--- src/rtl/ex_stage_if.sv ---
// ID/EX inputs, MEM handshake and EX/MEM outputs of the execute stage.
// The slave modport is the execute stage; the master side is the ID/EX and MEM environment.
interface ex_stage_if;
  logic        in_valid;
  logic        RegWrite_i, ALUSrc_i, Branch_i, MemRead_i, MemWrite_i, MemtoReg_i;
  logic [31:0] imme_i, addr_i, rdata1_i, rdata2_i;
  logic [4:0]  rd_i;
  logic [3:0]  ALUControl_i;
  logic        mem_ready;
  logic        stall_o;
  logic        ex_valid;
  logic [31:0] alu_result, wdata_o;
  logic [4:0]  rd_o;
  logic        RegWrite_o, MemRead_o, MemWrite_o, MemtoReg_o;
  logic        branch_taken_o;
  logic [31:0] branch_target_o;

  modport master (
    output in_valid, RegWrite_i, ALUSrc_i, Branch_i, MemRead_i, MemWrite_i, MemtoReg_i,
    output imme_i, addr_i, rdata1_i, rdata2_i, rd_i, ALUControl_i, mem_ready,
    input  stall_o, ex_valid, alu_result, wdata_o, rd_o,
    input  RegWrite_o, MemRead_o, MemWrite_o, MemtoReg_o, branch_taken_o, branch_target_o
  );

  modport slave (
    input  in_valid, RegWrite_i, ALUSrc_i, Branch_i, MemRead_i, MemWrite_i, MemtoReg_i,
    input  imme_i, addr_i, rdata1_i, rdata2_i, rd_i, ALUControl_i, mem_ready,
    output stall_o, ex_valid, alu_result, wdata_o, rd_o,
    output RegWrite_o, MemRead_o, MemWrite_o, MemtoReg_o, branch_taken_o, branch_target_o
  );
endinterface

--- src/rtl/ex_stage.sv ---
// Execute stage: ALU ops in 1 cycle, MUL via 32-step shift-add (result 32 edges after accept).
// Stalls upstream while multiplying or while a result is held because MEM is not ready.
module ex_stage #(
  parameter bit MUL_EN = 1'b1
) (
  input logic       clk,
  input logic       rst_n,
  ex_stage_if.slave bus
);
  typedef enum logic {IDLE, MUL} state_t;

  localparam logic [3:0] OP_AND = 4'b0000, OP_OR  = 4'b0001, OP_ADD  = 4'b0010;
  localparam logic [3:0] OP_SUB = 4'b0110, OP_SLT = 4'b0111, OP_SLTU = 4'b1101;
  localparam logic [3:0] OP_XOR = 4'b1011, OP_SLL = 4'b1000, OP_SRL  = 4'b1001;
  localparam logic [3:0] OP_SRA = 4'b1010, OP_MUL = 4'b1100;

  state_t      state_q;
  logic        ex_valid_q, branch_taken_q;
  logic [31:0] alu_result_q, wdata_q, branch_target_q;
  logic [4:0]  rd_q;
  logic        regwrite_q, memread_q, memwrite_q, memtoreg_q;
  logic [31:0] mul_a_q, mul_b_q, acc_q, mul_wdata_q;
  logic [4:0]  cnt_q, mul_rd_q;
  logic        mul_regwrite_q, mul_memread_q, mul_memwrite_q, mul_memtoreg_q;

  logic [31:0] op_a, op_b, alu_res, acc_d;
  logic        stall, accept, is_mul, is_beq;

  always_comb begin
    op_a    = bus.rdata1_i;
    op_b    = bus.ALUSrc_i ? bus.imme_i : bus.rdata2_i;
    alu_res = '0;
    case (bus.ALUControl_i)
      OP_AND:  alu_res = op_a & op_b;
      OP_OR:   alu_res = op_a | op_b;
      OP_ADD:  alu_res = op_a + op_b;
      OP_SUB:  alu_res = op_a - op_b;
      OP_SLT:  alu_res = {31'd0, $signed(op_a) < $signed(op_b)};
      OP_SLTU: alu_res = {31'd0, op_a < op_b};
      OP_XOR:  alu_res = op_a ^ op_b;
      OP_SLL:  alu_res = op_a << op_b[4:0];
      OP_SRL:  alu_res = op_a >> op_b[4:0];
      OP_SRA:  alu_res = $unsigned($signed(op_a) >>> op_b[4:0]);
      default: alu_res = '0;
    endcase
  end

  assign stall  = (state_q == MUL) || (ex_valid_q && !bus.mem_ready);
  assign accept = bus.in_valid && !stall;
  assign is_mul = MUL_EN && (bus.ALUControl_i == OP_MUL);
  assign is_beq = bus.Branch_i && (bus.ALUControl_i == OP_SUB);
  assign acc_d  = mul_b_q[0] ? acc_q + mul_a_q : acc_q;

  always_ff @(posedge clk) begin
    if (!rst_n) begin
      state_q         <= IDLE;
      ex_valid_q      <= 1'b0;
      branch_taken_q  <= 1'b0;
      alu_result_q    <= '0;
      wdata_q         <= '0;
      branch_target_q <= '0;
      rd_q            <= '0;
      regwrite_q      <= 1'b0;
      memread_q       <= 1'b0;
      memwrite_q      <= 1'b0;
      memtoreg_q      <= 1'b0;
      mul_a_q         <= '0;
      mul_b_q         <= '0;
      acc_q           <= '0;
      mul_wdata_q     <= '0;
      cnt_q           <= '0;
      mul_rd_q        <= '0;
      mul_regwrite_q  <= 1'b0;
      mul_memread_q   <= 1'b0;
      mul_memwrite_q  <= 1'b0;
      mul_memtoreg_q  <= 1'b0;
    end else begin
      branch_taken_q <= 1'b0;
      case (state_q)
        IDLE: begin
          if (accept && is_mul) begin
            state_q        <= MUL;
            mul_a_q        <= op_a;
            mul_b_q        <= op_b;
            acc_q          <= '0;
            cnt_q          <= '0;
            mul_rd_q       <= bus.rd_i;
            mul_wdata_q    <= bus.rdata2_i;
            mul_regwrite_q <= bus.RegWrite_i && !bus.Branch_i;
            mul_memread_q  <= bus.MemRead_i && !bus.Branch_i;
            mul_memwrite_q <= bus.MemWrite_i && !bus.Branch_i;
            mul_memtoreg_q <= bus.MemtoReg_i;
            // Any previous result drains at this edge; MEM sees a bubble during the multiply.
            ex_valid_q     <= 1'b0;
            regwrite_q     <= 1'b0;
            memread_q      <= 1'b0;
            memwrite_q     <= 1'b0;
          end else if (accept) begin
            ex_valid_q   <= 1'b1;
            alu_result_q <= alu_res;
            wdata_q      <= bus.rdata2_i;
            rd_q         <= bus.rd_i;
            regwrite_q   <= bus.RegWrite_i && !bus.Branch_i;
            memread_q    <= bus.MemRead_i && !bus.Branch_i;
            memwrite_q   <= bus.MemWrite_i && !bus.Branch_i;
            memtoreg_q   <= bus.MemtoReg_i;
            if (is_beq) begin
              branch_taken_q  <= (op_a == op_b);
              branch_target_q <= bus.addr_i + bus.imme_i;
            end
          end else if (ex_valid_q && bus.mem_ready) begin
            ex_valid_q <= 1'b0;
            regwrite_q <= 1'b0;
            memread_q  <= 1'b0;
            memwrite_q <= 1'b0;
          end
        end
        MUL: begin
          acc_q   <= acc_d;
          mul_a_q <= mul_a_q << 1;
          mul_b_q <= mul_b_q >> 1;
          cnt_q   <= cnt_q + 5'd1;
          if (cnt_q == 5'd31) begin
            state_q      <= IDLE;
            ex_valid_q   <= 1'b1;
            alu_result_q <= acc_d;
            wdata_q      <= mul_wdata_q;
            rd_q         <= mul_rd_q;
            regwrite_q   <= mul_regwrite_q;
            memread_q    <= mul_memread_q;
            memwrite_q   <= mul_memwrite_q;
            memtoreg_q   <= mul_memtoreg_q;
          end
        end
        default: state_q <= IDLE;
      endcase
    end
  end

  assign bus.stall_o         = stall;
  assign bus.ex_valid        = ex_valid_q;
  assign bus.alu_result      = alu_result_q;
  assign bus.wdata_o         = wdata_q;
  assign bus.rd_o            = rd_q;
  assign bus.RegWrite_o      = regwrite_q;
  assign bus.MemRead_o       = memread_q;
  assign bus.MemWrite_o      = memwrite_q;
  assign bus.MemtoReg_o      = memtoreg_q;
  assign bus.branch_taken_o  = branch_taken_q;
  assign bus.branch_target_o = branch_target_q;
endmodule

--- src/flat_wrapper.sv ---
// flat-port wrapper written by rule: the top's interface ports become plain ports
module ex_stage_flat 
#(
  parameter bit MUL_EN = 1'b1
)
  (clk, rst_n, bus_in_valid, bus_RegWrite_i, bus_ALUSrc_i, bus_Branch_i, bus_MemRead_i, bus_MemWrite_i, bus_MemtoReg_i, bus_imme_i, bus_addr_i, bus_rdata1_i, bus_rdata2_i, bus_rd_i, bus_ALUControl_i, bus_mem_ready, bus_stall_o, bus_ex_valid, bus_alu_result, bus_wdata_o, bus_rd_o, bus_RegWrite_o, bus_MemRead_o, bus_MemWrite_o, bus_MemtoReg_o, bus_branch_taken_o, bus_branch_target_o);
  ex_stage_if bus_i ();
  input logic clk;
  input logic rst_n;
  input wire logic [$bits(bus_i.in_valid)-1:0] bus_in_valid;
  input wire logic [$bits(bus_i.RegWrite_i)-1:0] bus_RegWrite_i;
  input wire logic [$bits(bus_i.ALUSrc_i)-1:0] bus_ALUSrc_i;
  input wire logic [$bits(bus_i.Branch_i)-1:0] bus_Branch_i;
  input wire logic [$bits(bus_i.MemRead_i)-1:0] bus_MemRead_i;
  input wire logic [$bits(bus_i.MemWrite_i)-1:0] bus_MemWrite_i;
  input wire logic [$bits(bus_i.MemtoReg_i)-1:0] bus_MemtoReg_i;
  input wire logic [$bits(bus_i.imme_i)-1:0] bus_imme_i;
  input wire logic [$bits(bus_i.addr_i)-1:0] bus_addr_i;
  input wire logic [$bits(bus_i.rdata1_i)-1:0] bus_rdata1_i;
  input wire logic [$bits(bus_i.rdata2_i)-1:0] bus_rdata2_i;
  input wire logic [$bits(bus_i.rd_i)-1:0] bus_rd_i;
  input wire logic [$bits(bus_i.ALUControl_i)-1:0] bus_ALUControl_i;
  input wire logic [$bits(bus_i.mem_ready)-1:0] bus_mem_ready;
  output wire logic [$bits(bus_i.stall_o)-1:0] bus_stall_o;
  output wire logic [$bits(bus_i.ex_valid)-1:0] bus_ex_valid;
  output wire logic [$bits(bus_i.alu_result)-1:0] bus_alu_result;
  output wire logic [$bits(bus_i.wdata_o)-1:0] bus_wdata_o;
  output wire logic [$bits(bus_i.rd_o)-1:0] bus_rd_o;
  output wire logic [$bits(bus_i.RegWrite_o)-1:0] bus_RegWrite_o;
  output wire logic [$bits(bus_i.MemRead_o)-1:0] bus_MemRead_o;
  output wire logic [$bits(bus_i.MemWrite_o)-1:0] bus_MemWrite_o;
  output wire logic [$bits(bus_i.MemtoReg_o)-1:0] bus_MemtoReg_o;
  output wire logic [$bits(bus_i.branch_taken_o)-1:0] bus_branch_taken_o;
  output wire logic [$bits(bus_i.branch_target_o)-1:0] bus_branch_target_o;
  assign bus_i.in_valid = bus_in_valid;
  assign bus_i.RegWrite_i = bus_RegWrite_i;
  assign bus_i.ALUSrc_i = bus_ALUSrc_i;
  assign bus_i.Branch_i = bus_Branch_i;
  assign bus_i.MemRead_i = bus_MemRead_i;
  assign bus_i.MemWrite_i = bus_MemWrite_i;
  assign bus_i.MemtoReg_i = bus_MemtoReg_i;
  assign bus_i.imme_i = bus_imme_i;
  assign bus_i.addr_i = bus_addr_i;
  assign bus_i.rdata1_i = bus_rdata1_i;
  assign bus_i.rdata2_i = bus_rdata2_i;
  assign bus_i.rd_i = bus_rd_i;
  assign bus_i.ALUControl_i = bus_ALUControl_i;
  assign bus_i.mem_ready = bus_mem_ready;
  assign bus_stall_o = bus_i.stall_o;
  assign bus_ex_valid = bus_i.ex_valid;
  assign bus_alu_result = bus_i.alu_result;
  assign bus_wdata_o = bus_i.wdata_o;
  assign bus_rd_o = bus_i.rd_o;
  assign bus_RegWrite_o = bus_i.RegWrite_o;
  assign bus_MemRead_o = bus_i.MemRead_o;
  assign bus_MemWrite_o = bus_i.MemWrite_o;
  assign bus_MemtoReg_o = bus_i.MemtoReg_o;
  assign bus_branch_taken_o = bus_i.branch_taken_o;
  assign bus_branch_target_o = bus_i.branch_target_o;
  ex_stage #(.MUL_EN(MUL_EN)) u_core (.clk(clk), .rst_n(rst_n), .bus(bus_i));
endmodule
--- config.mk ---
export PLATFORM = sky130hd
export DESIGN_NAME = ex_stage_flat
export DESIGN_NICKNAME = d
export VERILOG_FILES = /design/src/rtl/ex_stage_if.sv /design/src/rtl/ex_stage.sv /design/src/flat_wrapper.sv
export SDC_FILE = /design/constraint.sdc
export NUM_CORES = 1
export LEC_CHECK = 0
export ABC_AREA = 1
export BUFFER_PORTS_ARGS = -buffer_cell sky130_fd_sc_hd__buf_2
export CELL_PAD_IN_SITES_DETAIL_PLACEMENT = 1
export CELL_PAD_IN_SITES_GLOBAL_PLACEMENT = 2
export CORE_AREA = 2 2 318 257
export CTS_CLUSTER_SIZE = 40
export DETAILED_ROUTE_END_ITERATION = 10
export DIE_AREA = 0 0 320 259
export GPL_TIMING_DRIVEN = 0
export PLACE_DENSITY_LB_ADDON = 0.1
export SYNTH_ARGS = -nofsm -noshare
export SYNTH_HDL_FRONTEND = slang
export SYNTH_SLANG_ARGS = --single-unit
--- constraint.sdc ---
create_clock -name clk -period 3.8 [get_ports clk]
set_clock_uncertainty 0.15 [all_clocks]
set_input_delay 0.76 -clock clk [delete_from_list [all_inputs] [get_ports clk]]
set_output_delay 0.76 -clock clk [all_outputs]
set_load 0.01 [all_outputs]
-- After elaboration in Yosys (flattened, before gate mapping)
Index checks and enable logic that the tools add are counted.
- flip-flop bits (word level): 250
- bits of input ports: 147
- output and inout bits: 108
- logic and storage cells: 121
- $add $sub $neg: 5
- magnitude comparators: 2
- equality and inequality tests: 17
- shifts and indexed selects: 3
- multiplexer cells: 47
- bitwise logic cells: 8
- reduce and logical (&&, ||, !) cells: 18
- operators with widths (operator ; number):
    $mux 32 ; 11
    $pmux 32 s10 ; 1
    $pmux 32 s2 ; 5
    $add 32x32->32 ; 3
    $lt 32x32->1 ; 2
    $and 32x32->32 ; 1
    $eq 32x32->1 ; 1
    $or 32x32->32 ; 1
    $shl 32x5->32 ; 1
    $shr 32x5->32 ; 1
    $sshr 32x5->32 ; 1
    $sub 32x32->32 ; 1
    $xor 32x32->32 ; 1
    $eq 4x4->1 const B ; 6
    $mux 5 ; 4
    $pmux 5 s2 ; 2
    $mux 1 ; 18
    $pmux 1 s2 ; 6
    $eq 4x3->1 const B ; 2
    $logic_and 1x1->1 ; 8
    $add 5x1->5 const B ; 1
    $eq 5x5->1 const B ; 1
    $not 1->1 ; 5
    $reduce_or 5->1 ; 1
    other kinds (11) ; 16

-- Logic depth before layout (Yosys ltp)
Gate-level depths: netlist (run 1).
- depth in word-level cells: 8
- depth in mapped cells: 24
- mapped depth without buffers: 20

-- Worst setup path after synthesis (run 1)
No wires, ideal clock.
- kind: input -> register
- from: in bus_ALUSrc_i
- to: reg u_core.alu_result_q[20] (netlist: u_core.bus.alu_result[20])
- library setup time: 0.119 ns
- data arrival time: 3.140 ns
- data required time: 3.531 ns
- setup slack: 0.390 ns
- cell stages on the path: 21
- buffers on the path: 5
- path through: buf_6 > buf_2 > o21ai_2 > buf_4 > buf_2 > ha_1 > buf_2 > inv_1 > nand2_1 > nand3_1 > nand2_1 > nand2_1 > nand2_1 > nand2_1 > nand2_1 > a21oi_1 > nor2_1 > nor2_1 > nand3b_1 > nand2_1 > a21oi_1
- word-level cells in the longest chain between the ends: 6
- elaborated cells between the ends (all ways): 13
- those cells by class: 2 x add/sub; 3 x shift; 5 x mux; 3 x bitwise
- RTL lines (element ; RTL line ; RTL):
    from (decl) ; flat_wrapper.sv:12 ; input wire logic [$bits(bus_i.ALUSrc_i)-1:0] bus_ALUSrc_i;
    $mux 32 (*) ; ex_stage.sv:31 ; op_b = bus.ALUSrc_i ? bus.imme_i : bus.rdata2_i;
    $sub 32x32->32, or another cell as far along ; ex_stage.sv:37 ; OP_SUB: alu_res = op_a - op_b;
    $pmux 32 s10 (*) ; ex_stage.sv:33 ; case (bus.ALUControl_i)
    $mux 32 (*) ; ex_stage.sv:98 ; end else if (accept) begin
    $mux 32 (*) ; ex_stage.sv:81 ; if (accept && is_mul) begin
    $pmux 32 s2 (*) ; ex_stage.sv:79 ; case (state_q)
    to (signal assigned) ; ex_stage.sv:100 ; alu_result_q <= alu_res;
    to (decl) ; ex_stage.sv:19 ; logic [31:0] alu_result_q, wdata_q, branch_target_q;
Every way passes the cells marked *; elsewhere a longest branch is shown, timed or not. The select of a mux whose other input is x is not followed.
A chain may end at the register's enable or synchronous reset.

-- Worst setup path in the final report (run 1)
- from: in bus_ALUSrc_i
- to: reg u_core.alu_result_q[31] (netlist: u_core.bus.alu_result[31])
The elaborated chain is that of the path after synthesis.

==> results of run 1 <==
per-stage QoR:
step | total power [mW] | worst slack (ns)
after detailed placement | 6.15 | -1.63
after CTS | 9.52 | -0.0429
final | 9.61 | 0.0494
after floorplan | 4.73 | 0.390
after global placement | 6.15 | -1.97
after global routing | 10.0 | -0.0499
cell type report:
| cell class | instances | area (µm²) |
|---|---|---|
| Multi-Input combinational cell | 3243 | 16700 |
| Timing Repair Buffer | 268 | 1410 |
| Buffer | 191 | 931 |
| Sequential cell | 250 | 5000 |
| Clock buffer | 44 | 935 |
| Fill cell | 10700 | 51900 |
| Clock inverter | 14 | 180 |
| Tap cell | 1045 | 1310 |
| Inverter | 375 | 1410 |
layout by cell type (no fill, tap or decap), types with 6 or more instances in the layout:
master / Yosys / final
nor4_1: 10 / 10
buf_6: 4 / 10
o221ai_1: 6 / 6
inv_2: 13 / 22
nand2_2: 6 / 18
clkbuf_16: 0 / 31
buf_4: 12 / 20
buf_1: 12 / 11
nor2_2: 4 / 11
xnor2_1: 7 / 7
dfxtp_1: 250 / 250
o21ai_1: 32 / 46
o22ai_1: 19 / 19
o21ai_4: 2 / 13
or2_2: 50 / 50
xor2_1: 13 / 13
a31oi_1: 123 / 123
o21ai_0: 343 / 315
inv_1: 360 / 350
nand2_1: 1038 / 1025
nor2_1: 420 / 412
nand3_2: 4 / 10
a21boi_0: 8 / 6
a21oi_1: 304 / 298
nor3_1: 47 / 39
nand3b_1: 8 / 8
o21bai_1: 14 / 14
ha_1: 164 / 159
clkbuf_1: 120 / 112
o211ai_1: 29 / 29
nand3_1: 511 / 505
clkbuf_8: 0 / 11
nor3_2: 1 / 9
buf_2: 49 / 297
a21oi_2: 0 / 6
a21o_1: 12 / 12
o21ai_2: 3 / 6
nand4_1: 37 / 37
worst max-delay path: cells and delay by family:
family,cells,cell delay (ns)
AO/OA/AOI/OAI,1,0.52
adder cells (fa/ha/maj),1,0.44
buffers and inverters,6,0.80
AND/OR/NAND/NOR,13,1.56
power by group:
part / internal (mW) / switching (mW) / total [mW] / leakage, nW
sequential: 2.75 / 0.0915 / 2.84 / 2.03
combinational: 0.945 / 2.53 / 3.48 / 10.6
clock: 1.93 / 1.36 / 3.29 / 0.555
total: 5.62 / 3.99 / 9.61 / 13.2
metal layers:
metal	global-route usage (%)	vias up	wire, µm
met3	6.76	157	13200
li1	-	14300	-
met2	49.7	1173	59200
met5	0	-	118
met1	50.0	15100	69000
met4	8.80	20	4300
timing repair:
| action | 4_1_cts | 5_1_grt |
|---|---|---|
| buffers inserted | 8 | 0 |
| hold endpoints to repair | 0 | 0 |
| gates resized for setup | 70 | 71 |
| endpoints found under the setup margin | 29 | 17 |
| pin swaps | 6 | 7 |
flip-flops by register name (all words and copies together) (netlist names), 5 cells and up:
signal / flops
u_core.cnt_q: 5
u_core.mul_rd_q: 5
u_core.mul_wdata_q: 32
u_core.bus.wdata_o: 32
u_core.acc_q: 32
u_core.bus.alu_result: 32
u_core.bus.rd_o: 5
u_core.mul_b_q: 32
u_core.mul_a_q: 32
u_core.bus.branch_target_o: 32
cells by family after synthesis:
family,after synthesis,share of synthesized area [%]
AO/OA/AOI/OAI,909,21.0
XOR/XNOR,20,0.738
adder cells (fa/ha/maj),168,8.98
buffers and inverters,574,9.70
flip-flops,250,21.1
AND/OR/NAND/NOR,2146,38.5
Yosys cell counts (14+ instances only):
cell type | number | area (µm²)
o21ai_1 | 32 | 160
a31oi_1 | 123 | 769
nor2_1 | 420 | 1580
a21oi_1 | 304 | 1520
o21bai_1 | 14 | 105
clkbuf_1 | 120 | 450
dfxtp_1 | 250 | 5000
or2_2 | 50 | 313
nand3_1 | 511 | 2560
o22ai_1 | 19 | 119
o211ai_1 | 29 | 218
nor3_1 | 47 | 235
buf_2 | 49 | 245
o21ai_0 | 343 | 1720
ha_1 | 164 | 2050
nand2_1 | 1038 | 3900
inv_1 | 360 | 1350
nand4_1 | 37 | 231
worst paths after layout:
check | to | slack, ns | cells past startpoint | from
hold / removal | u_core.mul_rd_q[0]$_SDFFE_PN0P_ | 0.23 | 3 | bus_rd_i[0]
setup reg to reg | u_core.bus.alu_result[28]$_SDFFE_PN0P_ | 0.09 | 12 | u_core.cnt_q[0]$_SDFFE_PN0N_
hold reg to reg | u_core.mul_b_q[9]$_SDFFE_PN0N_ | 0.31 | 2 | u_core.mul_b_q[10]$_SDFFE_PN0N_
setup / recovery | u_core.bus.alu_result[31]$_SDFFE_PN0P_ | 0.05 | 21 | bus_ALUSrc_i
==> summary.txt, run 1 <==
Critical path
  – Critical Path End Type: flop
  – CP peak stage delay: around 0.52 ns
  – Critical path type: in -> reg
  – Critical path, cell by cell: buf_2 > buf_6 > buf_6 > o21ai_1 > ha_1 > inv_1 > nand2_1 > nor2_1 > inv_1 > nor2_1 > nand2_1 > nand2_2 > nand2_1 > nand2_1 > nand2_1 > nand3_1 > nand3_2 > nand2_2 > nand3_1 > nand2_1 > inv_1
  – Worst EP required: approximately 4.2 ns
  – Highest-delay cell along the critical path: o21ai_1
  – Crit path DAT: around 4 ns
  – CP most frequent cell: nand2_1
  – Worst Path Max Fanout: 10
  – Critical path startpoint category: input port

Global route
  – Vias in the first global route: between 20000 and 30000
  – Grt ovf: 0
  – Pin count of the biggest net entering global routing: 21
  – Antenna violations before repair: 15
  – All-Layer GR Usage: 33.9%
  – First-pass GRT wire length: about 210000 µm

Power
  – VDD IR max: ~0.26 mV
  – Cell area power density: 344 nW/µm²
  – LEAKAGE: between 10 and 15 nW

Timing
  – FMAX: between 0.2 and 0.3 GHz
  – Unrepaired setup endpoints after global routing: true
  – Period minus WS final: approximately 3.8 ns
  – Final Hold Violating Endpoints: 0
  – Final setup violation count: 0
  – Final Max Slew Viols: 0
  – Tightest Pin Transition: 1.44 ns
  – Setup TNS: 0 ns
  – Final period util: between 90 and 100%
  – Hold slack final: 0.231 ns
  – Worst relative slew slack: about 3.8%

Synthesis
  – Number of synthesized flops with an enable pin: 0
  – Syn Nets: roughly 4400
  – YS warnings: 0
  – Syn_area_per_cell: 5.84 µm²
  – Yosys reg bits: 250
  – Primary FF master, synth: dfxtp_1
  – Synth Instances: between 4000 and 5000
  – Async set-reset flop share out of synthesis: 0%
  – Seq/Total Area, Yosys: 21.1%
  – Unique masters post-synth: 50
  – Mapped Area: roughly 24000 µm²

Job
  – Max Cap Viol: 0

Routing
  – Final ANT Viol Nets: 0
  – Routed wire length: about 150000 µm
  – Number of vias per cell: 5.66
  – Detailed Routing Iterations Pass 1: 5
  – Remaining DRCs: 0
  – Avg WL per Cell: roughly 27 µm
  – Via Count: 30700
  – Initial drt markers: around 3100

Finish
  – Diodes inserted: 0
  – Layout area overhead: 17.6%
  – Final non-filler cell area: about 28000 µm²
  – Layout cell share with drive strength beyond 1: between 10% and 20%
  – Nets: around 4700
  – Layout Cells excl Fill: about 5400
  – Final Util: about a third

Die
  – Row count: between 90 and 100
  – DIE AREA: ~83000 µm²
  – Core area: ~80000 µm²
  – Die W: roughly 320 µm
  – Initial Util: between 20% and 30%
  – Io pins: approximately 260
  – Die Height: 259 µm

CTS
  – Worst-path clk slew: about 0.070 ns
  – CTS Root Cell: clkbuf_16
  – Num CTS Buffers: 31
  – Htree depth: 1
  – Clock buffer depth: 3
  – TritonCTS clock tree: done
  – Hold Buf Count CTS: 0
  – Worst skew pair latency: roughly 0.63 ns
  – CTS sink count: between 200 and 300

Placed design
  – Hpwl dp: 122000 µm
  – Dpl cells: 5372
  – Placed Area: approximately 26000 µm²
  – RePlAce Congestion: 0.983
  – Buffers on Ports: between 200 and 300

Worst hold path
  – Hold Crit Class: in -> reg

Outcome
  – Outcome: finished, final reports clean
(Power assumes the default switching activity.)
==> run 2: changes to the inputs <==
==> constraint.sdc (replaced) <==
create_clock -name clk -period 4.1 [get_ports clk]
set_clock_uncertainty 0.15 [all_clocks]
set_input_delay 0.82 -clock clk [delete_from_list [all_inputs] [get_ports clk]]
set_output_delay 0.82 -clock clk [all_outputs]
set_load 0.01 [all_outputs]
==> summary.txt, run 2 (synthesis gave the netlist of run 1 again) <==
Outcome
  – Outcome: finished, final reports clean

CTS
  – CTS sink count: between 200 and 300
  – Worst skew pair latency: between 0.6 and 0.7 ns
  – Num CTS Buffers: 31
  – TritonCTS clock tree: done
  – Hold Buf Count CTS: 0
  – CTS Root Cell: clkbuf_16
  – Htree depth: 1
  – Worst-path clk slew: about 0.070 ns
  – Clock buffer depth: 3

Timing
  – Final period util: around 100%
  – Worst Slack Setup Final: between 0.05 and 0.06 ns
  – Final Max Slew Viols: 0
  – Worst relative slew slack: approximately 4.3%
  – Tightest Pin Transition: 1.44 ns
  – Final Hold Violating Endpoints: 0
  – FMAX: around 0.25 GHz
  – Period minus WS final: between 4 and 5 ns
  – Setup TNS: 0 ns
  – Final setup violation count: 0

Placed design
  – Hpwl dp: 122000 µm
  – Pre-CTS WS: -1.39 ns
  – Buffers on Ports: approximately 250
  – Placed Area: 26400 µm²
  – RePlAce Congestion: roughly 0.98

Die
  – Row count: slightly above 90
  – DIE AREA: roughly 83000 µm²
  – Io pins: 255
  – Die Height: approximately 260 µm
  – Initial Util: 29.7%
  – Die W: around 320 µm
  – Core area: 79800 µm²

Finish
  – Layout cell share with drive strength beyond 1: between 10% and 20%
  – Nets: about 4700
  – Final Util: between 30% and 40%
  – Final non-filler cell area: roughly 28000 µm²
  – Layout area overhead: 16.9%
  – Most common cell after layout, fill and taps aside: nand2_1
  – Most frequent cells in the layout: 1030 x nand2_1, 507 x nand3_1, 418 x nor2_1
  – Diodes inserted: 0

Routing
  – Number of vias per cell: between 5 and 6
  – Avg WL per Cell: 26.8 µm
  – Initial drt markers: 3253
  – Via Count: a little over 30000
  – Routed wire length: 146000 µm
  – Detailed Routing Iterations Pass 1: 5
  – Final ANT Viol Nets: 0
  – Remaining DRCs: 0

Global route
  – Grt ovf: 0
  – Pin count of the biggest net entering global routing: 21
  – All-Layer GR Usage: 33.9%
  – First-pass GRT wire length: ~210000 µm
  – Antenna violations before repair: 15
  – Vias in the first global route: 29300

Job
  – Max Cap Viol: 0

Power
  – LEAKAGE: roughly 13 nW
  – Sw Pwr: 3.69 mW
  – Design Power: about 8.9 mW
  – Logic gate share of total power: 35.9%
  – VDD IR max: roughly 0.24 mV
  – Reg power frac: between 20 and 30%
  – Cell area power density: roughly 320 nW/µm²
  – Int Power: slightly above 5 mW
  – Sw Ratio: between 40 and 50%
  – Clk pwr share: between 30 and 40%

Critical path
  – Crit path DAT: approximately 4.4 ns
  – Worst Path Max Fanout: 10
  – Critical Path End Type: flop
  – CP peak stage delay: about 0.48 ns
  – Critical path, cell by cell: buf_2 > buf_6 > buf_4 > clkbuf_8 > o21ai_2 > ha_1 > buf_2 > a21oi_1 > nor2_1 > nor2_1 > nand2_1 > a21oi_1 > nand3_1 > nand3_1 > nand3_2 > nand2_2 > nand3_1 > nand2_1 > inv_1
  – Highest-delay cell along the critical path: o21ai_2
  – CP most frequent cell: nand3_1
  – Critical path type: in -> reg
  – Critical path startpoint category: input port
  – Worst EP required: around 4.5 ns

Worst hold path
  – Hold Crit Class: in -> reg
-- run 2: final timing paths --
kind | start | slack, ns | end | cells after the start
worst max-delay path | bus_ALUSrc_i | 0.05 | u_core.bus.alu_result[31]$_SDFFE_PN0P_ | 19
worst min-delay path | bus_rd_i[0] | 0.29 | u_core.mul_rd_q[0]$_SDFFE_PN0P_ | 3
worst max register to register | u_core.cnt_q[0]$_SDFFE_PN0N_ | 0.45 | u_core.bus.alu_result[28]$_SDFFE_PN0P_ | 12
worst min register to register | u_core.mul_b_q[10]$_SDFFE_PN0N_ | 0.31 | u_core.mul_b_q[9]$_SDFFE_PN0N_ | 2
-- run 2: power groups by stage --
stage	Clock, mW	Sequential, mW	Combinational (mW)
floorplan	0	2.69	1.70
global placement	0	2.68	3.01
detailed placement	0	2.68	3.02
CTS	3.11	2.63	3.07
global route	3.21	2.64	3.41
finish	3.06	2.63	3.19
-- run 2: what timing repair did --
| item | 4_1_cts | 5_1_grt |
|---|---|---|
| endpoints found under the setup margin | 24 | 15 |
| setup buffers | 5 | 3 |
| pin swaps | 3 | 1 |
| gates resized for setup | 46 | 33 |
-- run 2: stage by stage --
stage	hold slack, ns	instances
3_5_place_dp	0.311	5372
3_3_place_gp	0.304	5365
4_1_cts	0.249	5433
5_1_grt	0.281	5432
2_1_floorplan	0.295	4067
6_report	0.289	5432
-- run 2: routing by layer --
layer,part of all wire [%],up-vias,global-route usage (%)
met5,0.084,-,0
met4,3.0,20,9.01
met3,8.8,160,6.65
met2,40,1217,49.5
met1,48,15000,50.1
li1,-,14300,-
-- run 2: area by class of cell --
class | instances | area, µm²
Tap cell | 1045 | 1310
Timing Repair Buffer | 268 | 1400
Buffer | 193 | 916
Clock inverter | 14 | 180
Clock buffer | 44 | 935
Inverter | 375 | 1410
Fill cell | 10700 | 52100
Multi-Input combinational cell | 3243 | 16600
Sequential cell | 250 | 5000
-- run 2: worst max-delay path: cells and delay by family --
kind / cells / cell delay, ns
and+or+nand+nor: 9 / 1.23
buffers and inverters: 6 / 0.92
adders and majority gates: 1 / 0.37
AOI/OAI and AO/OA: 3 / 1.02
